## config.mk

```make
export PLATFORM = sky130hd
export DESIGN_NAME = uart_top
export DESIGN_NICKNAME = d
export VERILOG_FILES = /design/src/rtl/uart_pkg.sv /design/src/rtl/uart_rx.sv /design/src/rtl/uart_tx.sv /design/src/rtl/uart_top.sv
export SDC_FILE = /design/constraint.sdc
export NUM_CORES = 1
export LEC_CHECK = 0
export CORE_MARGIN = 8
export CORE_UTILIZATION = 30
export DETAILED_ROUTE_END_ITERATION = 10
export PLACE_DENSITY = 0.6
export SLEW_MARGIN = 20
export SYNTH_ARGS = -nofsm -noshare
export SYNTH_HDL_FRONTEND = slang
export SYNTH_SLANG_ARGS = --single-unit
export TNS_END_PERCENT = 5
```

## constraint.sdc

```tcl
create_clock -name clk -period 1.9 [get_ports clk]
set_input_delay 0.19 -clock clk [delete_from_list [all_inputs] [get_ports clk]]
set_output_delay 0.19 -clock clk [all_outputs]
set_load 0.005 [all_outputs]
```

## src/rtl/uart_pkg.sv

```systemverilog
// Shared UART types and constants: FSM state enums, frame width and bit-clock divider helper.
package uart_pkg;

  localparam int unsigned DATA_BITS = 8;
  localparam int unsigned BIT_W     = $clog2(DATA_BITS + 1);

  typedef enum logic {TxIdle, TxTransfer} tx_state_t;
  typedef enum logic {RxIdle, RxStart}    rx_state_t;

  function automatic int unsigned clk_div(input int unsigned clk_freq,
                                          input int unsigned baud_rate);
    return clk_freq / baud_rate;
  endfunction

endpackage

```

## src/rtl/uart_rx.sv

```systemverilog
// UART receiver: samples rx on each bit-clock rising edge after a low start sample.
// Define UART_ASSERT_EN to compile the built-in SVA checks.
module uart_rx
  import uart_pkg::*;
#(
  parameter int unsigned clk_freq  = 1000000,
  parameter int unsigned baud_rate = 9600
) (
  input  logic                 clk,
  input  logic                 rst,
  input  logic                 rx,
  output logic                 donerx,
  output logic [DATA_BITS-1:0] doutrx
);

  localparam int unsigned DIV   = clk_div(clk_freq, baud_rate);
  localparam int unsigned HALF  = DIV / 2;
  localparam int unsigned CNT_W = (HALF > 1) ? $clog2(HALF) : 1;

  logic                 uclk;
  logic [CNT_W-1:0]     r_cnt;
  logic                 w_half;
  logic                 w_tick;
  logic [1:0]           r_rx_sync;
  logic                 w_rx;
  rx_state_t            r_state;
  logic [BIT_W-1:0]     r_bit;
  logic [DATA_BITS-1:0] r_shift;
  logic [DATA_BITS-1:0] r_dout;
  logic                 r_done;

  assign w_half = (r_cnt == CNT_W'(HALF - 1));
  assign w_tick = w_half && !uclk;
  assign w_rx   = r_rx_sync[1];

  always_ff @(posedge clk or posedge rst) begin
    if (rst) begin
      r_cnt <= '0;
      uclk  <= 1'b0;
    end else if (w_half) begin
      r_cnt <= '0;
      uclk  <= ~uclk;
    end else begin
      r_cnt <= r_cnt + CNT_W'(1);
    end
  end

  // rx comes from off-chip; resync resets to the idle level so reset never looks like a start bit.
  always_ff @(posedge clk or posedge rst) begin
    if (rst) r_rx_sync <= 2'b11;
    else     r_rx_sync <= {r_rx_sync[0], rx};
  end

  always_ff @(posedge clk or posedge rst) begin
    if (rst) begin
      r_state <= RxIdle;
      r_bit   <= '0;
      r_shift <= '0;
      r_dout  <= '0;
      r_done  <= 1'b0;
    end else if (w_tick) begin
      unique case (r_state)
        RxIdle: begin
          r_done <= 1'b0;
          r_bit  <= '0;
          if (!w_rx) r_state <= RxStart;
        end
        RxStart: begin
          r_shift <= {w_rx, r_shift[DATA_BITS-1:1]};
          if (r_bit == BIT_W'(DATA_BITS - 1)) begin
            r_dout  <= {w_rx, r_shift[DATA_BITS-1:1]};
            r_done  <= 1'b1;
            r_bit   <= '0;
            r_state <= RxIdle;
          end else begin
            r_bit <= r_bit + BIT_W'(1);
          end
        end
        default: r_state <= RxIdle;
      endcase
    end
  end

  assign donerx = r_done;
  assign doutrx = r_dout;

`ifdef UART_ASSERT_EN
  if (DIV < 2) begin : g_div_chk
    $error("uart_rx: clk_freq/baud_rate must be at least 2");
  end

  a_done_hold: assert property (@(posedge clk) disable iff (rst)
    !w_tick |=> $stable(r_done));
  a_done_one: assert property (@(posedge clk) disable iff (rst)
    (w_tick && r_done) |=> !r_done);
`endif

endmodule

```

## src/rtl/uart_tx.sv

```systemverilog
// UART transmitter: 8N1 framing driven from a divided bit clock uclk.
// Define UART_ASSERT_EN to compile the built-in SVA checks.
module uart_tx
  import uart_pkg::*;
#(
  parameter int unsigned clk_freq  = 1000000,
  parameter int unsigned baud_rate = 9600
) (
  input  logic                 clk,
  input  logic                 rst,
  input  logic                 newd,
  input  logic [DATA_BITS-1:0] dintx,
  output logic                 tx,
  output logic                 donetx
);

  localparam int unsigned DIV   = clk_div(clk_freq, baud_rate);
  localparam int unsigned HALF  = DIV / 2;
  localparam int unsigned CNT_W = (HALF > 1) ? $clog2(HALF) : 1;

  logic                 uclk;
  logic [CNT_W-1:0]     r_cnt;
  logic                 w_half;
  logic                 w_tick;
  tx_state_t            r_state;
  logic [BIT_W-1:0]     r_bit;
  logic [DATA_BITS-1:0] r_data;
  logic                 r_tx;
  logic                 r_done;

  assign w_half = (r_cnt == CNT_W'(HALF - 1));
  // Framing updates on the clk edge where uclk rises, so everything stays in one clock domain.
  assign w_tick = w_half && !uclk;

  always_ff @(posedge clk or posedge rst) begin
    if (rst) begin
      r_cnt <= '0;
      uclk  <= 1'b0;
    end else if (w_half) begin
      r_cnt <= '0;
      uclk  <= ~uclk;
    end else begin
      r_cnt <= r_cnt + CNT_W'(1);
    end
  end

  always_ff @(posedge clk or posedge rst) begin
    if (rst) begin
      r_state <= TxIdle;
      r_bit   <= '0;
      r_data  <= '0;
      r_tx    <= 1'b1;
      r_done  <= 1'b0;
    end else if (w_tick) begin
      unique case (r_state)
        TxIdle: begin
          r_done <= 1'b0;
          if (newd) begin
            r_data  <= dintx;
            r_tx    <= 1'b0;
            r_state <= TxTransfer;
          end else begin
            r_tx <= 1'b1;
          end
        end
        TxTransfer: begin
          if (r_bit == BIT_W'(DATA_BITS)) begin
            r_tx    <= 1'b1;
            r_done  <= 1'b1;
            r_bit   <= '0;
            r_state <= TxIdle;
          end else begin
            r_tx   <= r_data[0];
            r_data <= r_data >> 1;
            r_bit  <= r_bit + BIT_W'(1);
          end
        end
        default: r_state <= TxIdle;
      endcase
    end
  end

  assign tx     = r_tx;
  assign donetx = r_done;

`ifdef UART_ASSERT_EN
  if (DIV < 2) begin : g_div_chk
    $error("uart_tx: clk_freq/baud_rate must be at least 2");
  end

  a_idle_tx_high: assert property (@(posedge clk) disable iff (rst)
    (r_state == TxIdle) |-> r_tx);
  a_done_hold: assert property (@(posedge clk) disable iff (rst)
    !w_tick |=> $stable(r_done));
  a_done_one: assert property (@(posedge clk) disable iff (rst)
    (w_tick && r_done) |=> !r_done);
`endif

endmodule

```

## src/rtl/uart_top.sv

```systemverilog
// UART top: independent TX and RX halves whose bit clocks start in phase at reset release.
// UART_ASSERT_EN enables SVA checks inside the sub-modules.
module uart_top
  import uart_pkg::*;
#(
  parameter int unsigned clk_freq  = 1000000,
  parameter int unsigned baud_rate = 9600
) (
  input  logic                 clk,
  input  logic                 rst,
  input  logic                 rx,
  input  logic                 newd,
  input  logic [DATA_BITS-1:0] dintx,
  output logic                 tx,
  output logic                 donetx,
  output logic                 donerx,
  output logic [DATA_BITS-1:0] doutrx
);

  uart_tx #(
    .clk_freq (clk_freq),
    .baud_rate(baud_rate)
  ) utx (
    .clk   (clk),
    .rst   (rst),
    .newd  (newd),
    .dintx (dintx),
    .tx    (tx),
    .donetx(donetx)
  );

  uart_rx #(
    .clk_freq (clk_freq),
    .baud_rate(baud_rate)
  ) rtx (
    .clk   (clk),
    .rst   (rst),
    .rx    (rx),
    .donerx(donerx),
    .doutrx(doutrx)
  );

endmodule

```

# [Yosys cells after proc, flatten, opt, wreduce, memory -nomap -nowiden]
# Index checks and enable logic that the tools add are counted.
[totals] out_inout_bits=11 word_cells=62 regBits=53 inputBits=12
[classes] bitwise=4 muxes=21 n_addsub=4 eq_ne=8 reduce_logical=10
[op_table] cell="8-bit two-way mux" n=2
[op_table] cell="8-bit case mux with 2 select lines" n=1
[op_table] cell="6-bit by 1-bit adder with 6-bit output, second input constant" n=2
[op_table] cell="6-bit equality test, second input constant" n=2
[op_table] cell="6-bit two-way mux" n=2
[op_table] cell="1-bit case mux with 2 select lines" n=5
[op_table] cell="4-bit by 1-bit adder with 4-bit output, second input constant" n=2
[op_table] cell="1-bit two-way mux" n=8
[op_table] cell="4-bit two-way mux" n=2
[op_table] cell="2-bit != test, second input constant" n=4
[op_table] cell="4-bit case mux with 2 select lines" n=1
[op_table] cell="2-bit AND reduction" n=4
[op_table] cell="3-bit AND reduction" n=2
[op_table] cell="4-bit by 3-bit equality test with 1-bit output, second input constant" n=1
[op_table] cell="4-bit equality test, second input constant" n=1
[op_table] cell="1-bit NOT" n=4
[op_table] cell="1-bit logical AND" n=2
[op_table] cell="1-bit zero test" n=2

# [Logic depth before layout (Yosys ltp)]
[depth] word_depth=3 mapped_depth=6 mapped_depth_nobuf=6

# [By module]
# A second synthesis with hierarchy kept.
[unflattened] cells_unflattened=189 area_unflattened_um2=2379.8
[modules_own_cells] mod="uart_rx" n_inst=1 seq_area_each_um2=753.2 area_each_um2=1255.0 cells_per_inst=92
[modules_own_cells] mod="uart_tx" n_inst=1 seq_area_each_um2=551.8 area_each_um2=1124.8 cells_per_inst=97

# [Worst setup path before layout]
# OpenSTA, ideal clock, no wires.
[synth_timing] path_type="flip-flop to flip-flop" startpoint="reg utx.r_cnt[0]" endpoint="reg utx.r_data[0]" stages_incl_launch_ff=7 path_slack_ns=-0.078 required_ns=1.775 n_path_buf=1 setup_time_ns=0.125 arrival_ns=1.853 synth_period_minus_slack_ns=1.978 cell_sequence="dfrtp_1 -> ha_1 -> nand3b_4 -> or4b_4 -> buf_6 -> nor2_8 -> mux2_4"
[synth_between] elab_chain_cells=3
[synth_lines] item="start, declared" line_no="uart_tx.sv:22" source="logic [CNT_W-1:0] r_cnt;"
[synth_lines] item="start signal, assigned" line_no="uart_tx.sv:43" source="r_cnt <= r_cnt + CNT_W'(1);"
[synth_lines] item="6-bit equality test" line_no="uart_tx.sv:31" source="assign w_half = (r_cnt == CNT_W'(HALF - 1));"
[synth_lines] item="1-bit logical AND" line_no="uart_tx.sv:33" source="assign w_tick = w_half && !uclk;"
[synth_lines] item="3-bit AND reduction (no source line)"
[synth_lines] item="end signal, assigned" line_no="uart_tx.sv:59" source="r_data <= dintx;"
[synth_lines] item="end signal, assigned" line_no="uart_tx.sv:74" source="r_data <= r_data >> 1;"
[synth_lines] item="end, declared" line_no="uart_tx.sv:27" source="logic [DATA_BITS-1:0] r_data;"
# No other way between the ends.
# A chain may end at the register's enable or synchronous reset.

# [Final worst setup path]
[layout_timing] startpoint="reg utx.r_cnt[0]" endpoint="reg utx.r_data[5]"
# Same word-level chain as after synthesis.

==> impl_metrics.yaml <==
worst_setup_path:
  r2r_end: "utx.r_data[5]$_DFFE_PP0P_"
  endpoint: "utx.r_data[5]$_DFFE_PP0P_"
  arrival_ns: 2.07
  worstPathRequired_ns: 2.09
  regToRegStartpoint: "utx.r_cnt[0]$_DFF_PP0_"
  r2r_slack_ns: 0.02
  setup.worst_path.start: "utx.r_cnt[0]$_DFF_PP0_"
  path_max_fanout: 8
  worst_setup_path_end_kind: "register"
  cp_cell_sequence: "ha_4, nand3b_4, or4b_4, nor2_8, mux2_4"
  cpPeakStageDelay_ns: 0.56
  r2r_cells: 5
  start_kind: "register"
  path_class: "reg2reg"
  slowest_stage: "or4b_4"
timing:
  min_period_ns: 1.88
  clock_skew_ns: 0.0112
  hold_violations: 0
  final_max_slew_viol_count: 0
  period_share: 0.988
  slew_headroom: 0.666
  fin_ws_ns: 0.0222
  fmax_mhz: 533
  rsz0062_at_grt: "yes"
  setup_viol: 0
  worst-slew-pin-transition_ns: 0.501
floorplan:
  row_count: 32
  fp.dieH_um: 104
  die_w_um: 104
  core_area_um2: 7650
  dieArea_um2: 10900
  start_util: 0.305
  boundaryPins: 23
clock_tree:
  clock_latency_ns: 0.31
  clkTransAtPathRegs_ns: 0.11
  cts_tree: "yes"
  max-clock-path-buffers: 2
  numCtsBuffers: 5
  hold_buffers: 0
  root_buffer: "clkbuf_8"
  cts_resized: 0
  post_cts_buffers: 0
  cts.sinks: 52
  cts_max_level: 2
finish:
  diodes: 0
  drive_above_1_share: 0.257
  areaGrowthSynthToFinish_pct: 21.8
  finalNetCount: 234
synthesis:
  yosys.area.top_type: "dfrtp_1"
  synth_edf_count: 0
  ys.flop_type: "dfrtp_1"
  syn-num-nets: 202
  synth_top_area_share: 0.526
  synthCells: 185
  ys_types: 40
  synth.avg_cell_area_um2: 12.6
  ys_ff_latch: 52
  synthTopCellsByArea: "dfrtp_1, mux2_2, mux2_4"
  syn_area_um2: 2330
  synth.most_common_cell: "dfrtp_1"
  yosysWarnings: 0
  netlist_top_cells_count: "dfrtp_1, mux2_2, nand2_1"
  async_flop_share: 1.00
  yosysSeqAreaShare: 0.560
run_status:
  status: "finished, final reports clean"
placement:
  gp_congestion: 0.734
  port_buffers: 22
  hpwl_mm: 2.68
  pre_cts_slack_ns: 0.0149
detailed_routing:
  drt-total-wl_mm: 3.89
  antenna_left: 0
  dr.pass1.iters: 4
  via_per_inst: 4.58
  via_count: 1465
  routedWlPerCell_um: 12.2
  dr.first_iter.drc_count: 23
  drc_errors: 0
pwr:
  p_leak_nw: 1.29
  p_per_area_nw_per_um2: 646
  ir_drop_v: 0.000358
  finalPower_mw: 1.84
run:
  drv_cap: 0
grt:
  antenna_found_initial: 0
  grt_pass1_wl_mm: 6.92
  grt_usage: 0.0740
  grt_overflow: 0
  grt_pass1_vias: 1523
  grt_max_degree: 53
worst_hold_path:
  min_path_type: "in2async"
-- registers in the layout, summed over array words and instances (netlist names) --
register,cells
rtx.donerx,1
rtx.doutrx,8
rtx.r_bit,4
rtx.r_cnt,6
rtx.r_rx_sync,2
rtx.r_shift,7
rtx.r_state,1
rtx.uclk,1
utx.donetx,1
utx.r_bit,4
utx.r_cnt,6
utx.r_data,8
utx.r_state,1
utx.tx,1
utx.uclk,1
-- kinds of logic after synthesis --
group	count (synthesis)	synth area share
muxes	32	0.165
and+or+nand+nor	53	0.137
DFF	52	0.560
xor gates and xnor gates	5	0.0188
adders and majority gates	5	0.0268
buffers and inverters	9	0.0177
AOI/OAI and AO/OA	29	0.0746
-- routing by layer --
layer	routed length [um]	track usage
met1	1910	0.0938
met2	1790	0.120
met3	168	0.0242
met4	25	0.0155
met5	0	0
-- critical path: cells and delay by family (launching register included) --
family | cells | cell delay (ns)
adder cells (fa/ha/maj) | 1 | 0.19
multiplexers | 1 | 0.32
AND/OR/NAND/NOR | 3 | 0.85
flip-flops | 1 | 0.41
-- placed cells by master, fill, tap and decap left out, types with 2 or more instances in the layout --
cell,count
a21oi_1,8
and3_1,2
buf_4,6
clkbuf_8,5
clkdlybuf4s50_1,22
dfrtp_1,49
dfstp_2,3
ha_1,4
inv_1,4
inv_6,2
mux2_2,24
mux2_4,7
nand2_1,13
nand2b_1,2
nand3_1,7
nand3b_1,3
nor2_1,9
nor3_1,3
nor3b_1,2
o21ai_0,7
o21ai_1,4
o22a_1,2
o22ai_1,2
o31ai_1,2
xnor2_1,4
-- area by class of cell --
| cell class | count | area [um^2] |
|---|---|---|
| Fill cell | 753 | 4810 |
| Sequential cell | 52 | 1310 |
| Multi-Input combinational cell | 124 | 1010 |
| Timing Repair Buffer | 29 | 285 |
| Tap cell | 102 | 128 |
| Clock buffer | 5 | 68.8 |
| Clock inverter | 3 | 25.0 |
| Inverter | 5 | 18.8 |
-- where the power goes --
part           switching (mW)  leakage, nW  internal, mW
sequential            0.00164        0.687          1.11
clock                   0.393       0.0452         0.269
combinational          0.0299        0.557        0.0320
total                   0.425         1.29          1.41
-- how the worst min path moves through the flow --
stage | startpoint | to | slack (ns) | depth (start not counted)
6_report | rst | rtx.donerx$_DFFE_PP0P_ | 0.23 | 3
5_1_grt | rst | rtx.doutrx[1]$_DFFE_PP0P_ | 0.27 | 3
4_1_cts | rst | rtx.doutrx[1]$_DFFE_PP0P_ | 0.25 | 3
3_5_place_dp | rtx.r_rx_sync[0]$_DFF_PP1_ | rtx.r_rx_sync[1]$_DFF_PP1_ | 0.36 | 0
3_3_place_gp | rtx.r_rx_sync[0]$_DFF_PP1_ | rtx.r_rx_sync[1]$_DFF_PP1_ | 0.36 | 0
2_1_floorplan | rx | rtx.r_rx_sync[0]$_DFF_PP1_ | 0.19 | 0
-- through the flow --
stage               area, um^2  TNS (ns)  utilization  cells  hold slack [ns]
finish                    2840         0        0.372    320            0.234
global route              2840    -0.382        0.372    320            0.269
CTS                       2830         0        0.370    320            0.252
detailed placement        2740         0        0.358    312            0.362
global placement          2740         0        0.358    312            0.362
floorplan                 2340         0            -    185            0.194
No activity file was read; power rests on OpenSTA's default activity.
